`config.mk`:
```
export PLATFORM = sky130hd
export DESIGN_NAME = wb_stage
export DESIGN_NICKNAME = d
export VERILOG_FILES = /design/src/rtl/wb_stage_pkg.sv /design/src/rtl/wb_load_ctrl.sv /design/src/rtl/wb_stage.sv
export SDC_FILE = /design/constraint.sdc
export NUM_CORES = 1
export LEC_CHECK = 0
export CORE_UTILIZATION = 30
export DETAILED_ROUTE_END_ITERATION = 7
export DONT_BUFFER_PORTS = 1
export GPL_TIMING_DRIVEN = 0
export HOLD_SLACK_MARGIN = 0.05
export PLACE_DENSITY_LB_ADDON = 0.2
export SYNTH_ARGS = -nofsm -noshare
export SYNTH_HDL_FRONTEND = slang
export SYNTH_SLANG_ARGS = --single-unit
```
`constraint.sdc`:
```
create_clock -name clk -period 1.4 [get_ports clk]
set_input_delay 0.28 -clock clk [delete_from_list [all_inputs] [get_ports clk]]
set_output_delay 0.28 -clock clk [all_outputs]
set_load 0.02 [all_outputs]
```
`src/rtl/wb_stage_pkg.sv`:
```
// Shared types and constants for the execute-to-writeback stage.
//   wb_state_t : load sequencer state (IDLE, LOAD_WAIT)
//   REG_ADDR_W / DOMAIN_W / MEM_ADDR_W : register, residue-domain and
//                memory-address widths
//   LAT_CNT_W  : width of the memory-latency countdown (MEM_LAT is 1..4)
//   src_hit()  : does any ID source operand name a given register
package wb_stage_pkg;

  typedef enum logic {
    IDLE      = 1'b0,
    LOAD_WAIT = 1'b1
  } wb_state_t;

  localparam int REG_ADDR_W = 4;
  localparam int DOMAIN_W   = 8;
  localparam int MEM_ADDR_W = 8;
  localparam int LAT_CNT_W  = 2;

  // Source 3 is only 3 bits wide in ID; it is zero-extended so that it can
  // only ever match registers 0..7.
  function automatic logic src_hit(
    input logic [REG_ADDR_W-1:0] op1,
    input logic [REG_ADDR_W-1:0] op2,
    input logic [2:0]            op3,
    input logic [REG_ADDR_W-1:0] dest
  );
    return (op1 == dest) || (op2 == dest) || ({1'b0, op3} == dest);
  endfunction

endpackage

```
`src/rtl/wb_load_ctrl.sv`:
```
// Load sequencer for wb_stage: two-state FSM plus the memory-latency
// countdown.
//   clk, rst        : clock, synchronous active-high reset
//   ex_valid/flush  : EX instruction presence and kill
//   ex_load         : EX instruction is a load
//   ex_dest_addr    : destination register, latched for loads
//   ex_ready        : stage can take the EX instruction (IDLE only)
//   accept          : EX instruction is taken this cycle
//   mem_rd_en       : read strobe, raised in the load accept cycle
//   capture         : memory data is valid now; write it back at the edge
//   pend_dest       : destination of the load in flight
//   state           : current FSM state, exported for observation
module wb_load_ctrl
  import wb_stage_pkg::*;
#(
  parameter int MEM_LAT = 1
) (
  input  logic                  clk,
  input  logic                  rst,
  input  logic                  ex_valid,
  input  logic                  ex_flush,
  input  logic                  ex_load,
  input  logic [REG_ADDR_W-1:0] ex_dest_addr,
  output logic                  ex_ready,
  output logic                  accept,
  output logic                  mem_rd_en,
  output logic                  capture,
  output logic [REG_ADDR_W-1:0] pend_dest,
  output wb_state_t             state
);

  wb_state_t             state_q, state_d;
  logic [LAT_CNT_W-1:0]  count_q, count_d;
  logic [REG_ADDR_W-1:0] pend_q, pend_d;

  always_ff @(posedge clk) begin
    if (rst) begin
      state_q <= IDLE;
      count_q <= '0;
      pend_q  <= '0;
    end else begin
      state_q <= state_d;
      count_q <= count_d;
      pend_q  <= pend_d;
    end
  end

  always_comb begin
    state_d   = state_q;
    count_d   = count_q;
    pend_d    = pend_q;
    ex_ready  = 1'b0;
    accept    = 1'b0;
    mem_rd_en = 1'b0;
    capture   = 1'b0;
    case (state_q)
      IDLE: begin
        ex_ready = 1'b1;
        accept   = ex_valid & ~ex_flush;
        if (accept && ex_load) begin
          mem_rd_en = 1'b1;
          pend_d    = ex_dest_addr;
          // The counter reaches zero in the cycle the read data is valid.
          count_d   = LAT_CNT_W'(MEM_LAT - 1);
          state_d   = LOAD_WAIT;
        end
      end
      LOAD_WAIT: begin
        // A load in flight is never cancelled; EX input is ignored here.
        if (count_q == '0) begin
          capture = 1'b1;
          state_d = IDLE;
        end else begin
          count_d = count_q - LAT_CNT_W'(1);
        end
      end
      default: state_d = IDLE;
    endcase
  end

  assign pend_dest = pend_q;
  assign state     = state_q;

endmodule

```
`src/rtl/wb_stage.sv`:
```
// Execute-to-writeback stage: registers ALU results, sequences data-memory
// loads, drives the register-file write port and flags load-use hazards.
//   clk, rst                  : clock, synchronous active-high reset
//   ex_*                      : instruction from EX (valid/flush/wr_en/load,
//                               destination, ALU result, load address)
//   ex_ready                  : stage can accept the EX instruction
//   mem_rd_en/addr, mem_rd_data : data-memory read port (MEM_LAT cycles)
//   op1/op2/op3_addr_IFID     : source registers of the instruction in ID
//   load_hazard               : stall IF/ID and insert a bubble
//   wr_data, destination_reg_addr, reg_wr_en : register-file write port
//
// Handshake: the EX instruction is taken in any cycle where
// ex_valid & ~ex_flush & ex_ready; ex_ready depends only on stage state,
// never on ex_valid, and EX must hold its instruction while ex_ready is low.
module wb_stage
  import wb_stage_pkg::*;
#(
  parameter int NUM_DOMAINS = 1,
  parameter int MEM_LAT     = 1
) (
  input  logic                          clk,
  input  logic                          rst,
  input  logic                          ex_valid,
  input  logic                          ex_flush,
  input  logic                          ex_wr_en,
  input  logic                          ex_load,
  input  logic [REG_ADDR_W-1:0]         ex_dest_addr,
  input  logic [NUM_DOMAINS*DOMAIN_W-1:0] ex_result,
  input  logic [MEM_ADDR_W-1:0]         ex_mem_addr,
  output logic                          ex_ready,
  output logic                          mem_rd_en,
  output logic [MEM_ADDR_W-1:0]         mem_rd_addr,
  input  logic [NUM_DOMAINS*DOMAIN_W-1:0] mem_rd_data,
  input  logic [REG_ADDR_W-1:0]         op1_addr_IFID,
  input  logic [REG_ADDR_W-1:0]         op2_addr_IFID,
  input  logic [2:0]                    op3_addr_IFID,
  output logic                          load_hazard,
  output logic [NUM_DOMAINS*DOMAIN_W-1:0] wr_data,
  output logic [REG_ADDR_W-1:0]         destination_reg_addr,
  output logic                          reg_wr_en
);

  localparam int W = NUM_DOMAINS * DOMAIN_W;

  logic                  accept;
  logic                  capture;
  logic [REG_ADDR_W-1:0] pend_dest;
  wb_state_t             state;
  // Marks a write-back cycle that carries load data.
  logic                  wb_is_load;

  wb_load_ctrl #(
    .MEM_LAT (MEM_LAT)
  ) u_load_ctrl (
    .clk          (clk),
    .rst          (rst),
    .ex_valid     (ex_valid),
    .ex_flush     (ex_flush),
    .ex_load      (ex_load),
    .ex_dest_addr (ex_dest_addr),
    .ex_ready     (ex_ready),
    .accept       (accept),
    .mem_rd_en    (mem_rd_en),
    .capture      (capture),
    .pend_dest    (pend_dest),
    .state        (state)
  );

  assign mem_rd_addr = ex_mem_addr;

  // Write port: one-cycle reg_wr_en pulse; data and address only change
  // when a write actually happens, so they hold while reg_wr_en is low.
  always_ff @(posedge clk) begin
    if (rst) begin
      reg_wr_en            <= 1'b0;
      wr_data              <= '0;
      destination_reg_addr <= '0;
      wb_is_load           <= 1'b0;
    end else begin
      reg_wr_en  <= 1'b0;
      wb_is_load <= 1'b0;
      if (capture) begin
        reg_wr_en            <= 1'b1;
        wr_data              <= mem_rd_data;
        destination_reg_addr <= pend_dest;
        wb_is_load           <= 1'b1;
      end else if (accept && !ex_load && ex_wr_en) begin
        reg_wr_en            <= 1'b1;
        wr_data              <= W'(ex_result);
        destination_reg_addr <= ex_dest_addr;
      end
    end
  end

  // Load results are not forwarded, so a dependent ID instruction stalls
  // from the load accept cycle until the register file has been written.
  // The write-back cycle itself is included because ID reads the register
  // file in the same cycle the write lands.
  always_comb begin
    load_hazard = 1'b0;
    if (accept && ex_load &&
        src_hit(op1_addr_IFID, op2_addr_IFID, op3_addr_IFID, ex_dest_addr))
      load_hazard = 1'b1;
    if (state == LOAD_WAIT &&
        src_hit(op1_addr_IFID, op2_addr_IFID, op3_addr_IFID, pend_dest))
      load_hazard = 1'b1;
    if (wb_is_load &&
        src_hit(op1_addr_IFID, op2_addr_IFID, op3_addr_IFID, destination_reg_addr))
      load_hazard = 1'b1;
  end

endmodule

```
==> results of run 1 <==
==> flip-flops by register name, indices dropped and copies added (netlist names) <==
| name | cells |
|---|---|
| wr_data | 8 |
| u_load_ctrl.state | 1 |
| wb_is_load | 1 |
| reg_wr_en | 1 |
| u_load_ctrl.count_q | 2 |
| u_load_ctrl.pend_dest | 4 |
| destination_reg_addr | 4 |
==> path summary, 6_finish.rpt <==
check | endpoint | slack, ns | cells after the start | start
hold reg to reg | u_load_ctrl.count_q[0] | 0.49 | 2 | u_load_ctrl.count_q[0]
setup reg to reg | destination_reg_addr[0] | -0.12 | 7 | u_load_ctrl.state
hold / removal | reg_wr_en | 0.08 | 1 | rst
setup / recovery | load_hazard | -0.34 | 4 | u_load_ctrl.pend_dest[1]
==> metrics by stage <==
stage | power [mW] | setup slack [ns] | utilization | TNS [ns]
6_report | 1.40 | -0.343 | 0.411 | -1.53
3_5_place_dp | 0.951 | -0.335 | 0.344 | -1.97
5_1_grt | 1.48 | -0.407 | 0.411 | -2.78
2_1_floorplan | 0.903 | -0.0399 | - | -0.0399
3_3_place_gp | 0.941 | -0.255 | 0.344 | -1.27
4_1_cts | 1.39 | -0.397 | 0.383 | -1.33
==> power by group <==
group          total (mW)  switching [mW]  internal [mW]
Clock               0.400           0.197          0.203
Combinational       0.320           0.167          0.153
Sequential          0.683          0.0657          0.618
==> synthesized netlist by cell type, drive strengths merged <==
master / count / area [um2]
xor2: 33 / 289
nand2: 22 / 82.6
dfxtp: 21 / 420
nor2: 15 / 56.3
nand3: 13 / 65.1
a311oi: 12 / 149
buf: 11 / 90.1
clkbuf: 11 / 41.3
nor4: 9 / 56.3
a21oi: 6 / 30.0
inv: 5 / 18.8
nand2b: 2 / 12.5
nor3: 2 / 10.0
a31oi: 1 / 6.26
a32o: 1 / 11.3
ha: 1 / 12.5
nor2b: 1 / 6.26
nor3b: 1 / 12.5
o221ai: 1 / 8.76
o31ai: 1 / 7.51
==> metal layers <==
metal  up-vias  GRT usage
li1        596          -
met1       621      0.203
met2        47      0.314
met3         2     0.0289
met4         0     0.0400
met5         -          0
==> layout make-up <==
cell class	count	area [um2]
Clock buffer	4	45.0
Sequential cell	21	452
Inverter	5	27.5
Buffer	18	138
Tap cell	52	65.1
Fill cell	456	2580
Timing Repair Buffer	11	136
Multi-Input combinational cell	121	940
==> cells by family after synthesis <==
group,synth area share
AO/OA/AOI/OAI,0.153
adder cells (fa/ha/maj),0.00902
AND/OR/NAND/NOR,0.218
flip-flops,0.303
buffers and inverters,0.108
XOR/XNOR,0.208
==> repair_timing <==
item                       in CTS  in global routing
hold endpoints to repair        0                  0
buffers inserted                7                  2
pin swaps                      22                 11
setup endpoints to repair      19                 16
gates cloned                    1                  1
gates resized for setup        30                 21
==> cell usage in the layout, fill, tap and decap left out <==
cell type   synthesis  layout
xor2_1             33      31
dfxtp_4             0       8
nor2_1             15       4
dfxtp_2             0       1
ha_2                0       1
nor2b_1             1       1
nor3_1              2       1
o31ai_2             0       1
a311oi_1            5       3
clkbuf_1           11       4
buf_12              0       2
clkbuf_16           0       1
xor2_2              0       2
a311oi_2            7       9
clkinvlp_4          0       1
nand2b_1            2       2
clkbuf_8            0       4
nand2_1            22      21
nor3_2              0       1
nor2_2              0      11
buf_6               2       3
inv_6               0       1
nor4_1              9       5
a31oi_1             1       1
a32o_2              1       1
buf_4               9      14
nor3b_4             0       1
dfxtp_1            21      12
a21oi_1             6       6
buf_8               0       2
nor4_2              0       4
nand2_4             0       1
nand3_1            13      13
inv_1               5       3
clkbuf_2            0       3
o221ai_4            0       1
==> results.md, run 1 <==
* Status: finished, violations left
* Failing checks: setup timing
* Top Metal Used: met4
* Buf/Inv on CP at 0
* Post-Syn Area at 1390 um2
* Diode count at 0
* CTS tree: done
* Worst Setup End Kind: primary output
* Rows at 24
* Post-Route WL at 4130 um
* Crit path kind: flop to primary output
* Worst setup SP type: flop
* Max cap viols at 0
* Syn Nets at 215
* Layout cells sized above 1 at 0.406
* Dpl cell area at 1510 um2
* Antenna-violating nets left at 0
* Die X at 70.0 um
* Dpl cells at 221
* Fin area at 1800 um2
* Gr ovfl total at 0
* Drt via density at 5.46
* Post-Syn Instances at 169
* Period utilization at 1.25
* GPL Wtd Cong at 0.825
* Synthesis-stage register bit count at 21
* Clk_lat worst skew at 0.26 ns
* TritonCTS Buffers at 3
* Setup violators final at 13
* 1st-iter DRT viols at 38
* Initial core utilization at 0.316
* First-pass GRT wire length at 6600 um
* Fin nets at 227
* Leakage Power at 0.704 nW
* Fin. Hold Viols at 0
* Final Critical Period at 1.74 ns
* Vias in the first global route at 1,346
* Worst vdd rail ir drop at 0.385 mV
* Final-report max-slew violation count at 0
* DR WL met2 at 2110 um
* H-tree levels at 1
* Worst slew pin tran at 0.660 ns
* Num ports at 69
* Ys Warns at 0
* Final setup skew at 0.00712 ns
* Initial antenna violation count at 0
* Avg Inst Size Synth at 8.20 um2
* Port bufs at 0
* Final cell count without fillers at 232
* GRT Overall Usage at 0.170
* Crit Path Max Fanout at 5
* CTS root buf: clkbuf_8
* RSZ-0062 raised after global routing: true
* Pwr Density at 778 nW/um2
* Met3 Routed Length at 224 um
* Die height at 70.0 um
* Cell chain of the critical path: xor2_1 > nor4_2 > nor3_2 > o221ai_4
* Hold slack at 0.0765 ns
* Wl on met1 at 1780 um
* DIE AREA at 4900 um2
* Clock buffer depth at 2
* PnR worst setup slack at -0.343 ns
* Remaining DRCs at 0
* Total clock sinks at 21
* Largest stage delay on the critical path at 0.37 ns
* Largest net degree at the start of global routing at 12
* Detailed Place HPWL at 2880 um
* Crit path arrival time at 1.46 ns
* Hold crit path type: input port to flop
* Sequential-to-total area share from yosys stat at 0.303
* CTS clk-pin slew, worst paths at 0.08 ns
* Vias at 1,266
* F_max at 574 MHz
* Rel. slew slack at 0.560
* Synth-to-Final Area Change at 30.1%
* Post-synthesis cell type count at 22
* WL per Instance at 17.8 um
* Req. time, crit path at 1.12 ns
* CTS hold repair buffers at 0
* Slowest CP cell: dfxtp_4
* CORE AREA at 4380 um2
* Family with the most delay on the worst path: simple AND/OR/NAND/NOR gates
* DRT Pass-1 Iters at 4
(Power assumes the default switching activity.)
==> run 2, diff against run 1 <==
--- a/config.mk
+++ b/config.mk
@@ -8,9 +8,11 @@
 export CORE_UTILIZATION = 30
 export DETAILED_ROUTE_END_ITERATION = 7
 export DONT_BUFFER_PORTS = 1
+export GPL_ROUTABILITY_DRIVEN = 0
 export GPL_TIMING_DRIVEN = 0
 export HOLD_SLACK_MARGIN = 0.05
 export PLACE_DENSITY_LB_ADDON = 0.2
+export SKIP_CTS_REPAIR_TIMING = 1
 export SYNTH_ARGS = -nofsm -noshare
 export SYNTH_HDL_FRONTEND = slang
 export SYNTH_SLANG_ARGS = --single-unit
==> results.md, run 2 (synthesis gave the netlist of run 1 again) <==
* Status: finished, violations left
* Failing checks: setup timing
* Post-Route WL at 3960 um (-4.1%)
* Final setup skew at 0.00731 ns (+0.000183 ns)
* Fin nets at 222 (-2.2%)
* Crit Path Max Fanout at 5 (unchanged)
* Hold EP: reg_wr_en
* Critical hold path startpoint: rst
* Gr ovfl total at 0 (unchanged)
* Diode count at 0 (unchanged)
* Setup TNS at -0.671 ns (+0.860 ns)
* Hold crit path type: input port to flop
* Dpl cell area at 1510 um2 (unchanged)
* Detailed Place HPWL at 2880 um (unchanged)
* Worst slew pin tran at 0.669 ns (+0.00874 ns)
* Largest net degree at the start of global routing at 12 (unchanged)
* Max cap viols at 0 (unchanged)
* Reg2Reg Depth at 5 (-2)
* First-pass GRT wire length at 6210 um (-6.0%)
* Top Metal Used: met4
* 1st-iter DRT viols at 37 (-2.6%)
* Clk_lat worst skew at 0.26 ns (about the same)
* Antenna-violating nets left at 0 (unchanged)
* Pwr Density at 802 nW/um2 (+3.0%)
* Die X at 70.0 um (unchanged)
* Crit path arrival time at 1.49 ns (+0.03 ns)
* Wl on met1 at 1750 um (-1.2%)
* CORE AREA at 4380 um2 (unchanged)
* Rows at 24 (unchanged)
* CTS tree: done
* Fin. Hold Viols at 0 (unchanged)
* Crit path kind: flop to primary output
* WL per Instance at 17.4 um (-2.0%)
* PnR worst setup slack at -0.372 ns (-0.0286 ns)
* Cell depth of the worst hold path at 1 (unchanged)
* DRT Pass-1 Iters at 3 (-1)
* Commonest cells after routing, fill and taps aside: xor2_1 (33), nand2_1 (20), nand3_1 (13), nor2_1 (12), dfxtp_1 (12)
* Register bank with the most flops: wr_data
* Final Critical Period at 1.77 ns (+0.0286 ns)
* Initial core utilization at 0.316 (unchanged)
* Worst vdd rail ir drop at 0.382 mV (-0.88%)
* F_max at 564 MHz (-1.6%)
* Number of flip-flops under the largest register name at 8 (unchanged)
* Worst reg2reg endpoint: destination_reg_addr[0]
* Rel. slew slack at 0.554 (-0.00583)
* Worst Setup End Kind: primary output
* Port bufs at 0 (unchanged)
* Num ports at 69 (unchanged)
* CTS clk-pin slew, worst paths at 0.08 ns (about the same)
* Leakage Power at 0.664 nW (-5.6%)
* Setup violators final at 8 (-5)
* CTS root buf: clkbuf_8
* Req. time, crit path at 1.12 ns (about the same)
* DIE AREA at 4900 um2 (unchanged)
* TritonCTS Buffers at 3 (unchanged)
* Met3 Routed Length at 194 um (-13%)
* Hold slack at 0.0777 ns (+0.00122 ns)
* Reg2reg start: u_load_ctrl.state
* Initial antenna violation count at 0 (unchanged)
* DR WL met2 at 2000 um (-5.5%)
* Worst setup SP type: flop
* GRT Overall Usage at 0.159 (-0.0112)
* Total clock sinks at 21 (unchanged)
* Vias in the first global route at 1,279 (-5.0%)
* Die height at 70.0 um (unchanged)
* Period utilization at 1.27 (+0.0204)
* Most common cell after layout, fill and taps aside: xor2_1
* Layout cells sized above 1 at 0.337 (-0.0684)
* RSZ-0062 raised after global routing: true
* Drt via density at 5.46 (about the same)
* Vias at 1,239 (-2.1%)
* Clock buffer depth at 2 (unchanged)
* Fin area at 1710 um2 (-5.0%)
* Final-report max-slew violation count at 0 (unchanged)
* Reg2Reg Setup Slack at -0.05 ns (+0.07 ns)
* Synth-to-Final Area Change at 23.6%
* Remaining DRCs at 0 (unchanged)
* H-tree levels at 1 (unchanged)
-- run 2: where the power goes --
group / total (mW) / switching [mW] / leakage (nW) / internal [mW]
combinational: 0.292 / 0.160 / 0.464 / 0.133
sequential: 0.681 / 0.0624 / 0.177 / 0.619
clock: 0.400 / 0.197 / 0.0228 / 0.203
-- run 2: final cells by class --
class | count | area (um2)
clock buffer | 4 | 45.0
timing repair buffer | 5 | 57.6
buffer | 19 | 144
tap | 52 | 65.1
inverter | 5 | 35.0
sequential | 21 | 449
fill | 463 | 2670
multi-input combinational | 121 | 917
-- run 2: worst max-delay path by stage --
stage / from / to / slack (ns)
detailed placement: ex_dest_addr[0] / load_hazard / -0.33
finish: destination_reg_addr[1] / load_hazard / -0.37
CTS: u_load_ctrl.pend_dest[2] / load_hazard / -0.49
floorplan: u_load_ctrl.pend_dest[2] / load_hazard / -0.04
global placement: ex_dest_addr[1] / load_hazard / -0.25
global route: destination_reg_addr[1] / load_hazard / -0.44
-- run 2: per-stage QoR --
step / instances / utilization / worst slack, ns / total power, mW
floorplan: 169 / - / -0.0399 / 0.903
global placement: 221 / 0.344 / -0.255 / 0.941
detailed placement: 221 / 0.344 / -0.335 / 0.951
CTS: 225 / 0.355 / -0.491 / 1.35
global route: 227 / 0.391 / -0.442 / 1.45
finish: 227 / 0.391 / -0.372 / 1.37
-- run 2: metal layers --
layer	up-vias	GRT usage
met1	614	0.197
met2	36	0.282
li1	587	-
met3	2	0.0289
met5	-	0
met4	0	0.0400
-- run 2: critical path, stage by stage, from the launching register on --
cell      delay, ns
dfxtp_4        0.43
xor2_1         0.21
nor4_2         0.09
o31ai_2        0.31
o221ai_4       0.19
==> run 3, diff against run 2 <==
--- a/config.mk
+++ b/config.mk
@@ -11,7 +11,6 @@
 export GPL_ROUTABILITY_DRIVEN = 0
 export GPL_TIMING_DRIVEN = 0
 export HOLD_SLACK_MARGIN = 0.05
-export PLACE_DENSITY_LB_ADDON = 0.2
 export SKIP_CTS_REPAIR_TIMING = 1
 export SYNTH_ARGS = -nofsm -noshare
 export SYNTH_HDL_FRONTEND = slang
==> constraint.sdc (replaced) <==
create_clock -name clk -period 2.2 [get_ports clk]
set_input_delay 0.44 -clock clk [delete_from_list [all_inputs] [get_ports clk]]
set_output_delay 0.44 -clock clk [all_outputs]
set_load 0.02 [all_outputs]
==> results.md, run 3 (synthesis gave the netlist of run 1 again) <==
* Status: finished clean
* Vias in the first global route at 1,160 (-9.3%)
* H-tree levels at 1 (unchanged)
* Setup TNS at 0 ns (+0.671 ns)
* TritonCTS Buffers at 3 (unchanged)
* Slowest CP cell: dfxtp_1
* Power Internal at 0.593 mW (-38%)
* Reg2Reg Setup Slack at 0.43 ns (+0.48 ns)
* 1st-iter DRT viols at 24 (-35%)
* Initial antenna violation count at 0 (unchanged)
* Clock Power Share at 0.311 (+0.020)
* Seq pwr share at 0.510 (+0.014)
* Reg2Reg Depth at 6 (+1)
* Worst slew pin tran at 0.648 ns (-0.0208 ns)
* Rel. slew slack at 0.568 (+0.0139)
* Rows at 24 (unchanged)
* Worst setup SP type: flop
* Switching share of total power at 0.304 (-0.00132)
* Worst Setup End Kind: primary output
* Reg2reg start: u_load_ctrl.count_q[0]
* Worst reg2reg endpoint: wr_data[0]
* Cell chain of the critical path: clkbuf_1 > xor2_1 > nor4_1 > nor3_1 > o221ai_2
* WL per Instance at 15.8 um (-9.4%)
* Hold crit path type: input port to flop
* CORE AREA at 4380 um2 (unchanged)
* Die height at 70.0 um (unchanged)
* Detailed Place HPWL at 2610 um (-9.2%)
* Leakage Power at 0.598 nW (-10%)
* Clk_lat worst skew at 0.27 ns (about the same)
* Req. time, crit path at 1.76 ns (+0.64 ns)
* DRT Pass-1 Iters at 4 (+1)
* Dpl cells at 221 (unchanged)
* Vias at 1,198 (-3.3%)
* Clock buffer depth at 2 (unchanged)
* F_max at 480 MHz
* Period utilization at 0.948
* Initial core utilization at 0.316 (unchanged)
* DIE AREA at 4900 um2 (unchanged)
* Final setup skew at 0.00894 ns (+0.00163 ns)
* Register bank with the most flops: wr_data
* Final cell count without fillers at 222 (-2.2%)
* CTS tree: done
* Die X at 70.0 um (unchanged)
* Drt via density at 5.40 (-1.1%)
* Synth-to-Final Area Change at 7.94%
* Commonest cells after routing, fill and taps aside: xor2_1 (33), nand2_1 (22), dfxtp_1 (20), nor2_1 (15), nand3_1 (13)
* Crit path kind: flop to primary output
* Max cap viols at 0 (unchanged)
* Layout cells sized above 1 at 0.153 (-0.184)
* Antenna-violating nets left at 0 (unchanged)
* Sw power at 0.259 mW (-38%)
* Remaining DRCs at 0 (unchanged)
* Hold slack at 0.237 ns (+0.159 ns)
* Final-report max-slew violation count at 0 (unchanged)
* CTS clk-pin slew, worst paths at 0.09 ns (about the same)
* Largest stage delay on the critical path at 0.31 ns (-0.12 ns)
* First-pass GRT wire length at 5470 um (-12%)
* Gr ovfl total at 0 (unchanged)
* Total clock sinks at 21 (unchanged)
* Crit Path Max Fanout at 5 (unchanged)
* Crit path capture: load_hazard
* Pwr Density at 569 nW/um2 (-29%)
* GRT Overall Usage at 0.139 (-0.0203)
* Final Critical Period at 2.09 ns
* Most common cell after layout, fill and taps aside: xor2_1
* Worst Setup SP: u_load_ctrl.pend_dest[2]
* Crit path arrival time at 1.65 ns (+0.16 ns)
* Number of flip-flops under the largest register name at 8 (unchanged)
* Combinational power share at 0.179 (-0.034)
* Fin nets at 217 (-2.3%)
* Fin. Hold Viols at 0 (unchanged)
* Setup violators final at 0 (-8)
* Diode count at 0 (unchanged)
* CTS root buf: clkbuf_8
* Worst vdd rail ir drop at 0.192 mV (-50%)
* Num ports at 69 (unchanged)
* Post-Route WL at 3510 um (-11%)
* RSZ-0062 raised after global routing: false
* Port bufs at 0 (unchanged)
* Largest net degree at the start of global routing at 14 (+2)
==> run 3: cell count changes in the layout (fill, tap and decap cells not counted), sizes merged <==
cell,previous run,this run
inv,3,5
buf,17,11
clkinv,1,0
==> run 3: layer usage <==
metal	vias to the layer above	global-route usage	part of all wire
met3	5	0.0303	0.079
met1	569	0.178	0.44
met4	0	0.0422	0.011
met2	54	0.231	0.47
li1	570	-	-
met5	-	0	0
==> run 3: worst min path at each step <==
stage,startpoint,to,slack [ns],cells past startpoint
detailed placement,u_load_ctrl.count_q[0],u_load_ctrl.count_q[0],0.46,2
finish,rst,reg_wr_en,0.24,1
global route,rst,reg_wr_en,0.24,1
global placement,u_load_ctrl.count_q[0],u_load_ctrl.count_q[0],0.45,2
floorplan,u_load_ctrl.count_q[0],u_load_ctrl.count_q[0],0.44,2
CTS,rst,reg_wr_en,0.23,1
==> run 3: per-stage QoR <==
step	worst slack, ns	utilization	area (um2)	power (mW)
finish	0.115	0.341	1500	0.852
global route	0.0165	0.341	1500	0.892
CTS	-0.174	0.342	1500	0.860
detailed placement	0.0290	0.331	1450	0.596
global placement	0.0265	0.331	1450	0.593
floorplan	0.254	-	1390	0.569
==> run 3: area by class of cell <==
cell class / instances / area [um2]
Fill cell: 475 / 2890
Multi-Input combinational cell: 121 / 822
Sequential cell: 21 / 422
Buffer: 19 / 120
Tap cell: 52 / 65.1
Clock buffer: 3 / 41.3
Inverter: 5 / 18.8
Clock inverter: 1 / 7.51
==> run 3: critical path: cells and delay by family, from the launching register on <==
kind,cells,cell delay (ns)
compound gates,1,0.31
xor+xnor,1,0.11
buf+inv,1,0.26
flops,1,0.31
simple gates,2,0.38
==> run 3: power by group through the flow <==
| stage | sequential, mW | combinational, mW | clock (mW) |
|---|---|---|---|
| 2_1_floorplan | 0.436 | 0.133 | 0 |
| 3_3_place_gp | 0.441 | 0.153 | 0 |
| 3_5_place_dp | 0.441 | 0.155 | 0 |
| 4_1_cts | 0.432 | 0.156 | 0.272 |
| 5_1_grt | 0.437 | 0.169 | 0.286 |
| 6_report | 0.434 | 0.152 | 0.265 |
